File: src/rtl/vga_pkg.sv
// Shared timing constants for the 800x600 @ 60 Hz (40 MHz pixel clock) mode.
// BLANK/SYNC_TIME values are inclusive end offsets from their START value.
package vga_pkg;

  localparam logic [10:0] HOR_TOTAL_TIME  = 11'd1056;
  localparam logic [10:0] HOR_BLANK_START = 11'd800;
  localparam logic [10:0] HOR_BLANK_TIME  = 11'd255;
  localparam logic [10:0] HOR_SYNC_START  = 11'd840;
  localparam logic [10:0] HOR_SYNC_TIME   = 11'd127;

  localparam logic [10:0] VER_TOTAL_TIME  = 11'd628;
  localparam logic [10:0] VER_BLANK_START = 11'd600;
  localparam logic [10:0] VER_BLANK_TIME  = 11'd27;
  localparam logic [10:0] VER_SYNC_START  = 11'd601;
  localparam logic [10:0] VER_SYNC_TIME   = 11'd3;

  // True when value lies in [start, start+len] inclusive.
  function automatic logic in_window(input logic [10:0] value,
                                     input logic [10:0] start,
                                     input logic [10:0] len);
    return (value >= start) && (value <= (start + len));
  endfunction

endpackage

File: src/rtl/vga_timing.sv
// VGA raster timing generator: pixel/line counters with sync and blanking
// flags. Flags are derived from the next counter values so that every
// registered output describes the same pixel position.
module vga_timing
  import vga_pkg::*;
(
  input  logic        clk,
  input  logic        rst,
  output logic [10:0] vcount,
  output logic        vsync,
  output logic        vblnk,
  output logic [10:0] hcount,
  output logic        hsync,
  output logic        hblnk
);

  logic [10:0] hcount_nxt;
  logic [10:0] vcount_nxt;
  logic        hsync_nxt;
  logic        hblnk_nxt;
  logic        vsync_nxt;
  logic        vblnk_nxt;

  // Next raster position and the flags belonging to that position.
  always_comb begin
    hcount_nxt = '0;
    vcount_nxt = vcount;
    if (hcount != (HOR_TOTAL_TIME - 11'd1)) begin
      hcount_nxt = hcount + 11'd1;
    end else begin
      if (vcount != (VER_TOTAL_TIME - 11'd1)) begin
        vcount_nxt = vcount + 11'd1;
      end else begin
        vcount_nxt = '0;
      end
    end
    hblnk_nxt = in_window(hcount_nxt, HOR_BLANK_START, HOR_BLANK_TIME);
    hsync_nxt = in_window(hcount_nxt, HOR_SYNC_START,  HOR_SYNC_TIME);
    vblnk_nxt = in_window(vcount_nxt, VER_BLANK_START, VER_BLANK_TIME);
    vsync_nxt = in_window(vcount_nxt, VER_SYNC_START,  VER_SYNC_TIME);
  end

  // Output registers; reset wins over counting.
  always_ff @(posedge clk) begin
    if (rst) begin
      hcount <= '0;
      vcount <= '0;
      hsync  <= 1'b0;
      hblnk  <= 1'b0;
      vsync  <= 1'b0;
      vblnk  <= 1'b0;
    end else begin
      hcount <= hcount_nxt;
      vcount <= vcount_nxt;
      hsync  <= hsync_nxt;
      hblnk  <= hblnk_nxt;
      vsync  <= vsync_nxt;
      vblnk  <= vblnk_nxt;
    end
  end

endmodule

File: config.mk
export PLATFORM = sky130hd
export DESIGN_NAME = vga_timing
export DESIGN_NICKNAME = d
export VERILOG_FILES = /design/src/rtl/vga_pkg.sv /design/src/rtl/vga_timing.sv
export SDC_FILE = /design/constraint.sdc
export NUM_CORES = 1
export LEC_CHECK = 0
export ABC_AREA = 1
export CAP_MARGIN = 30
export CORE_MARGIN = 2
export CORE_UTILIZATION = 45
export CTS_CLUSTER_DIAMETER = 60
export DETAILED_ROUTE_END_ITERATION = 6
export HOLD_SLACK_MARGIN = 0.06
export PLACE_DENSITY = 0.73
export SLEW_MARGIN = 20
export SYNTH_ARGS = -nofsm -noshare
export SYNTH_HDL_FRONTEND = slang
export SYNTH_SLANG_ARGS = --single-unit
File: constraint.sdc
create_clock -name clk -period 2.7 [get_ports clk]
set_input_delay 0.405 -clock clk [delete_from_list [all_inputs] [get_ports clk]]
set_output_delay 0.405 -clock clk [all_outputs]
set_load 0.005 [all_outputs]
**Word level (Yosys, flattened, before mapping)**

Cells that the tools add are included.

- Register bits after elaboration: 26
- Latch bits: 0
- RAM bits: 0
- ROM bits: 0
- Input port bits: 2
- Output and inout bits: 26
- Logic and storage cells: 25
- Memories: 0

- $add $sub $neg: 2
- Multipliers: 0
- Div/mod/pow operators: 0
- Order comparisons: 8
- Equal/unequal tests: 2
- Shifts and indexed selects: 0
- Muxes and demuxes: 3
- Bitwise gates (word level): 0
- Reduce and logical (&&, ||, !) cells: 4

Operators by type and width:

| operator | number |
|---|---|
| 11-bit by 10-bit >= comparator with 1-bit output (second input constant) | 4 |
| 11-bit by 10-bit less-or-equal comparator with 1-bit output (second input constant) | 3 |
| 11-bit two-way mux | 3 |
| 11-bit by 1-bit adder with 11-bit output (second input constant) | 2 |
| 11-bit less-or-equal comparator (second input constant) | 1 |
| 11-bit by 10-bit inequality test with 1-bit output (second input constant) | 1 |
| 11-bit inequality test (second input constant) | 1 |
| 1-bit logical AND | 4 |

**Longest topological paths before layout**

- Depth after elaboration: 5
- Depth in mapped cells: 17
- Mapped depth without buffers: 17

**Worst setup path before layout**

OpenSTA, ideal clock, no wires.

- Path kind: reg2reg
- Start point: register hcount[0]
- End point: register vsync
- Library setup time: 0.116 ns
- Arrival: 1.854 ns
- Data required time: 2.584 ns
- Setup slack: 0.730 ns
- Stages on the path, launching flop included: 18
- Path buffers: 1
- Period minus slack after synthesis: 1.970 ns
- Cells stage by stage: dfxtp_1 -> ha_1 -> nand2_2 -> nor2_4 -> inv_2 -> nor2_2 -> buf_6 -> nand2_2 -> nand2_2 -> nand3_2 -> nor2_1 -> nand3_1 -> nand2_2 -> inv_1 -> nand2_1 -> nand2_1 -> nand2_1 -> nor2_2

- Longest elaborated chain between the ends: 4
- Elaborated cells between the ends (all ways): 5
- Classes of those cells: order compare: 2; eq/ne: 1; mux: 1; reduce/logical: 1

RTL lines:

| item | line | text |
|---|---|---|
| start, declared | vga_timing.sv:12 | `output logic [10:0] hcount,` |
| start signal, assigned | vga_timing.sv:53 | `hcount <= hcount_nxt;` |
| 11-bit inequality test * | vga_timing.sv:28 | `if (hcount != (HOR_TOTAL_TIME - 11'd1)) begin` |
| 11-bit two-way mux * | vga_timing.sv:28 |  |
| 11-bit by 10-bit >= comparator with 1-bit output or 11-bit by 10-bit less-or-equal comparator with 1-bit output (tied branches) | vga_pkg.sv:21 | `return (value >= start) && (value <= (start + len));` |
| 1-bit logical AND * | vga_pkg.sv:21 |  |
| end signal, assigned | vga_timing.sv:57 | `vsync <= vsync_nxt;` |
| end, declared | vga_timing.sv:10 | `output logic vsync,` |

Every way passes the cells marked *; elsewhere a longest branch is shown, timed or not.
A chain may end at the register's enable or synchronous reset.

**Final worst setup path**

- Start point: register hcount[1]
- End point: register vblnk

- Longest elaborated chain between the ends: 4
- Elaborated cells between the ends (all ways): 5
- Classes of those cells: order compare: 2; eq/ne: 1; mux: 1; reduce/logical: 1

RTL lines:

| item | line | text |
|---|---|---|
| 11-bit inequality test * | vga_timing.sv:28 |  |
| 11-bit two-way mux * | vga_timing.sv:28 |  |
| 11-bit by 10-bit >= comparator with 1-bit output or 11-bit by 10-bit less-or-equal comparator with 1-bit output (tied branches) | vga_pkg.sv:21 |  |
| 1-bit logical AND * | vga_pkg.sv:21 |  |
| end signal, assigned | vga_timing.sv:58 | `vblnk <= vblnk_nxt;` |
| end, declared | vga_timing.sv:11 | `output logic vblnk,` |

Marked as above.

==> impl_results.md <==
- Area of the multi-input gates: 1090 sq um
- Layout Area Growth over Synthesis: 20.0%
- Outcome: finished, final reports clean
- Die H: 67.3 um
- Crit path cell chain: ha_1, nand2_2, nor2_4, inv_2, nor2_2, nand3_1, nand3_2, inv_2, nand2_2, nor2_2, and2_4, nor2_2, nor2_2, nand2_1, inv_1
- Most Frequent Cell on Critical Path: nor2_2
- Crit-path max cell delay: 410 ps
- Pre-Repair DR Iteration Count: 4
- Power per Cell Area: 298 nW/um^2
- FP Rows: 23
- CTS hold repair buffers: 0
- DIE AREA: 4530 sq um
- Syn Area/Cell: 6.03 sq um
- Hpwl dp: 3.46 mm
- RSZ-0062 raised after global routing: no
- Final Cycle Share: 83.8%
- Distinct cells, synth: 28
- Pins Over Slew Limit: 0
- Boundary pin count: 28
- Htree depth: 1
- Dpl ws: 450 ps
- Post-CTS Setup Repair Bufs: 0
- Count leader, synth: nand2_1
- CTS resizes: 0
- CTS Root Cell: clkbuf_8
- R2R depth: 15
- ANT cells: 0
- Yosys reg bits: 26
- Actual slew at the worst max-slew pin: 604 ps
- Num Clock Sinks: 26
- WP depth: 15
- Minimum clock period after layout: 2260 ps
- Iter 0 DRT Violations: 123
- Via count: 1885
- Post-synth EDFFs: 0
- Core Area: 3910 sq um
- Synth warnings: 0
- Gpl congestion: 0.889
- Worst Path Arrival: 2440 ps
- Port-buffer cells: 27
- Nets: 333
- Gate count of the mapped netlist: 299
- Sequential area share after synthesis: 28.9%
- First-pass GRT wire length: 7.36 mm
- GRT Total Usage: 20.8%
- Synthesized net count: 304
- Placed Cells: 373
- Share of cells above drive strength 1: 10.7%
- Startpoint Class: register
- Max Buffers Root-to-Sink: 2
- Synth top area share: 28.9%
- Hold Path Depth: 2
- Layout Cells excl Fill: 376
- Main synth FF type: dfxtp_1
- Worst relative slew slack: 59.3%
- Crit-path slowest cell: dfxtp_1
- Worst vdd ir: 0.211 mV
- Top delay family on crit path: simple AND/OR/NAND/NOR gates
- Fin. Hold Viols: 0
- Post-Syn Area: 1800 sq um
- CTS buffer count: 3
- Top cells by area, synth: dfxtp_1, nand2_1, nor2_1, nand3_1, inv_1
- WL met1: 2.25 mm
- Crit Path Max Fanout: 11
- Die width: 67.3 um
- Clk_skew: 4.82 ps
- Routed Antenna Nets: 0
- Synth cell count leaders: nand2_1, nor2_1, inv_1, nand3_1, dfxtp_1
- Initial antenna violation count: 0
- Vias per std cell: 5.01
- Worst path bufs/invs: 3
- Top routing layer used: met4
- Yosys top cell by area: dfxtp_1
- Hold Slack: 584 ps
- Metal2 WL: 1.90 mm
- CP endpoint kind: register
- Post-route DRC: 0
- DRT Wirelength: 4.40 mm
- Fmax achieved: 0.442 GHz
- Required time of the critical path: 2880 ps
- WL/cell: 11.7 um
- Vias in the first global route: 1653
- Starting Density: 46.1%
- Final setup viols: 0
- TritonCTS clock tree: built
- Max cap viols: 0
- Min-delay worst type: register to register
- Setup slack after layout: 436 ps
- Clock Latency Late Sink: 270 ps
- Final TNS setup: 0 ps
- Largest net degree at the start of global routing: 14
- Sequential cell area: 520 sq um
- Filler Cells Inserted: 410
- Metal3 WL: 203 um
- Asr flop ratio synth: 0%
- Lkg Pwr: 0.862 nW
- Clock transition at path regs: 90 ps
- Crit Path Class: register to register
- Total grt overflow: 0
## stage by stage
stage	utilization, %	area (sq um)	total power, mW
finish	55.3	2160	0.644
global route	55.3	2160	0.667
CTS	55.3	2160	0.649
detailed placement	54.2	2120	0.432
global placement	54.2	2120	0.432
floorplan	-	1800	0.415
## placed cells by master (no fill, tap or decap), types with 5 or more instances in the layout
cell type         n
inv_1            38
inv_2             5
clkdlybuf4s50_1  27
o21ai_0          11
dfxtp_1          26
nor2_2            9
nor3_1            7
nand2_1          71
nor2_1           58
nand4_1           8
nand3_1          30
nand2_2           8
## per-layer routing
metal,track usage [%],vias to the layer above
li1,-,995
met1,30.6,832
met2,32.1,53
met3,2.33,5
met4,5.61,0
met5,0,-
## path summary, 6_finish.rpt
path | slack [ps] | endpoint | start
worst max-delay path | 440 | vblnk | hcount[1]
worst min register to register | 580 | hcount[0] | hcount[0]
worst min-delay path | 580 | hcount[0] | hcount[0]
worst max register to register | 440 | vblnk | hcount[1]
## state kept, by name, indices dropped and copies added (netlist names)
register	cells
hblnk	1
hcount	11
vblnk	1
hsync	1
vcount	11
vsync	1
## logic make-up (layout without fill, tap and decap cells)
group / count (synthesis) / in the layout / share of synthesized area (%)
AO/OA/AOI/OAI: 19 / 19 / 5.90
XOR/XNOR: 4 / 4 / 1.94
adder cells (fa/ha/maj): 3 / 3 / 2.08
buffers and inverters: 48 / 75 / 10.5
flip-flops: 26 / 26 / 28.9
AND/OR/NAND/NOR: 199 / 199 / 50.7
## tightest hold or removal path: cells and delay by family, from the launching register on
kind | cells | cell delay [ps]
buffers and inverters | 1 | 160
flip-flops | 1 | 340
AND/OR/NAND/NOR | 1 | 50
## area by class of cell
cell class | instances | area share (%)
Multi-Input combinational cell | 225 | 50.5
Sequential cell | 26 | 24.1
Timing Repair Buffer | 29 | 13.2
Inverter | 43 | 7.46
Tap cell | 50 | 2.89
Clock buffer | 3 | 1.91
## report_power, final
part / total, mW / leakage, nW / switching (mW) / internal (mW)
logic: 0.0324 / 0.631 / 0.0181 / 0.0143
registers: 0.391 / 0.210 / 0.00395 / 0.387
clock network: 0.221 / 0.0216 / 0.121 / 0.100
total: 0.644 / 0.862 / 0.143 / 0.501
Note: power is estimated with default switching activity, not from simulation.
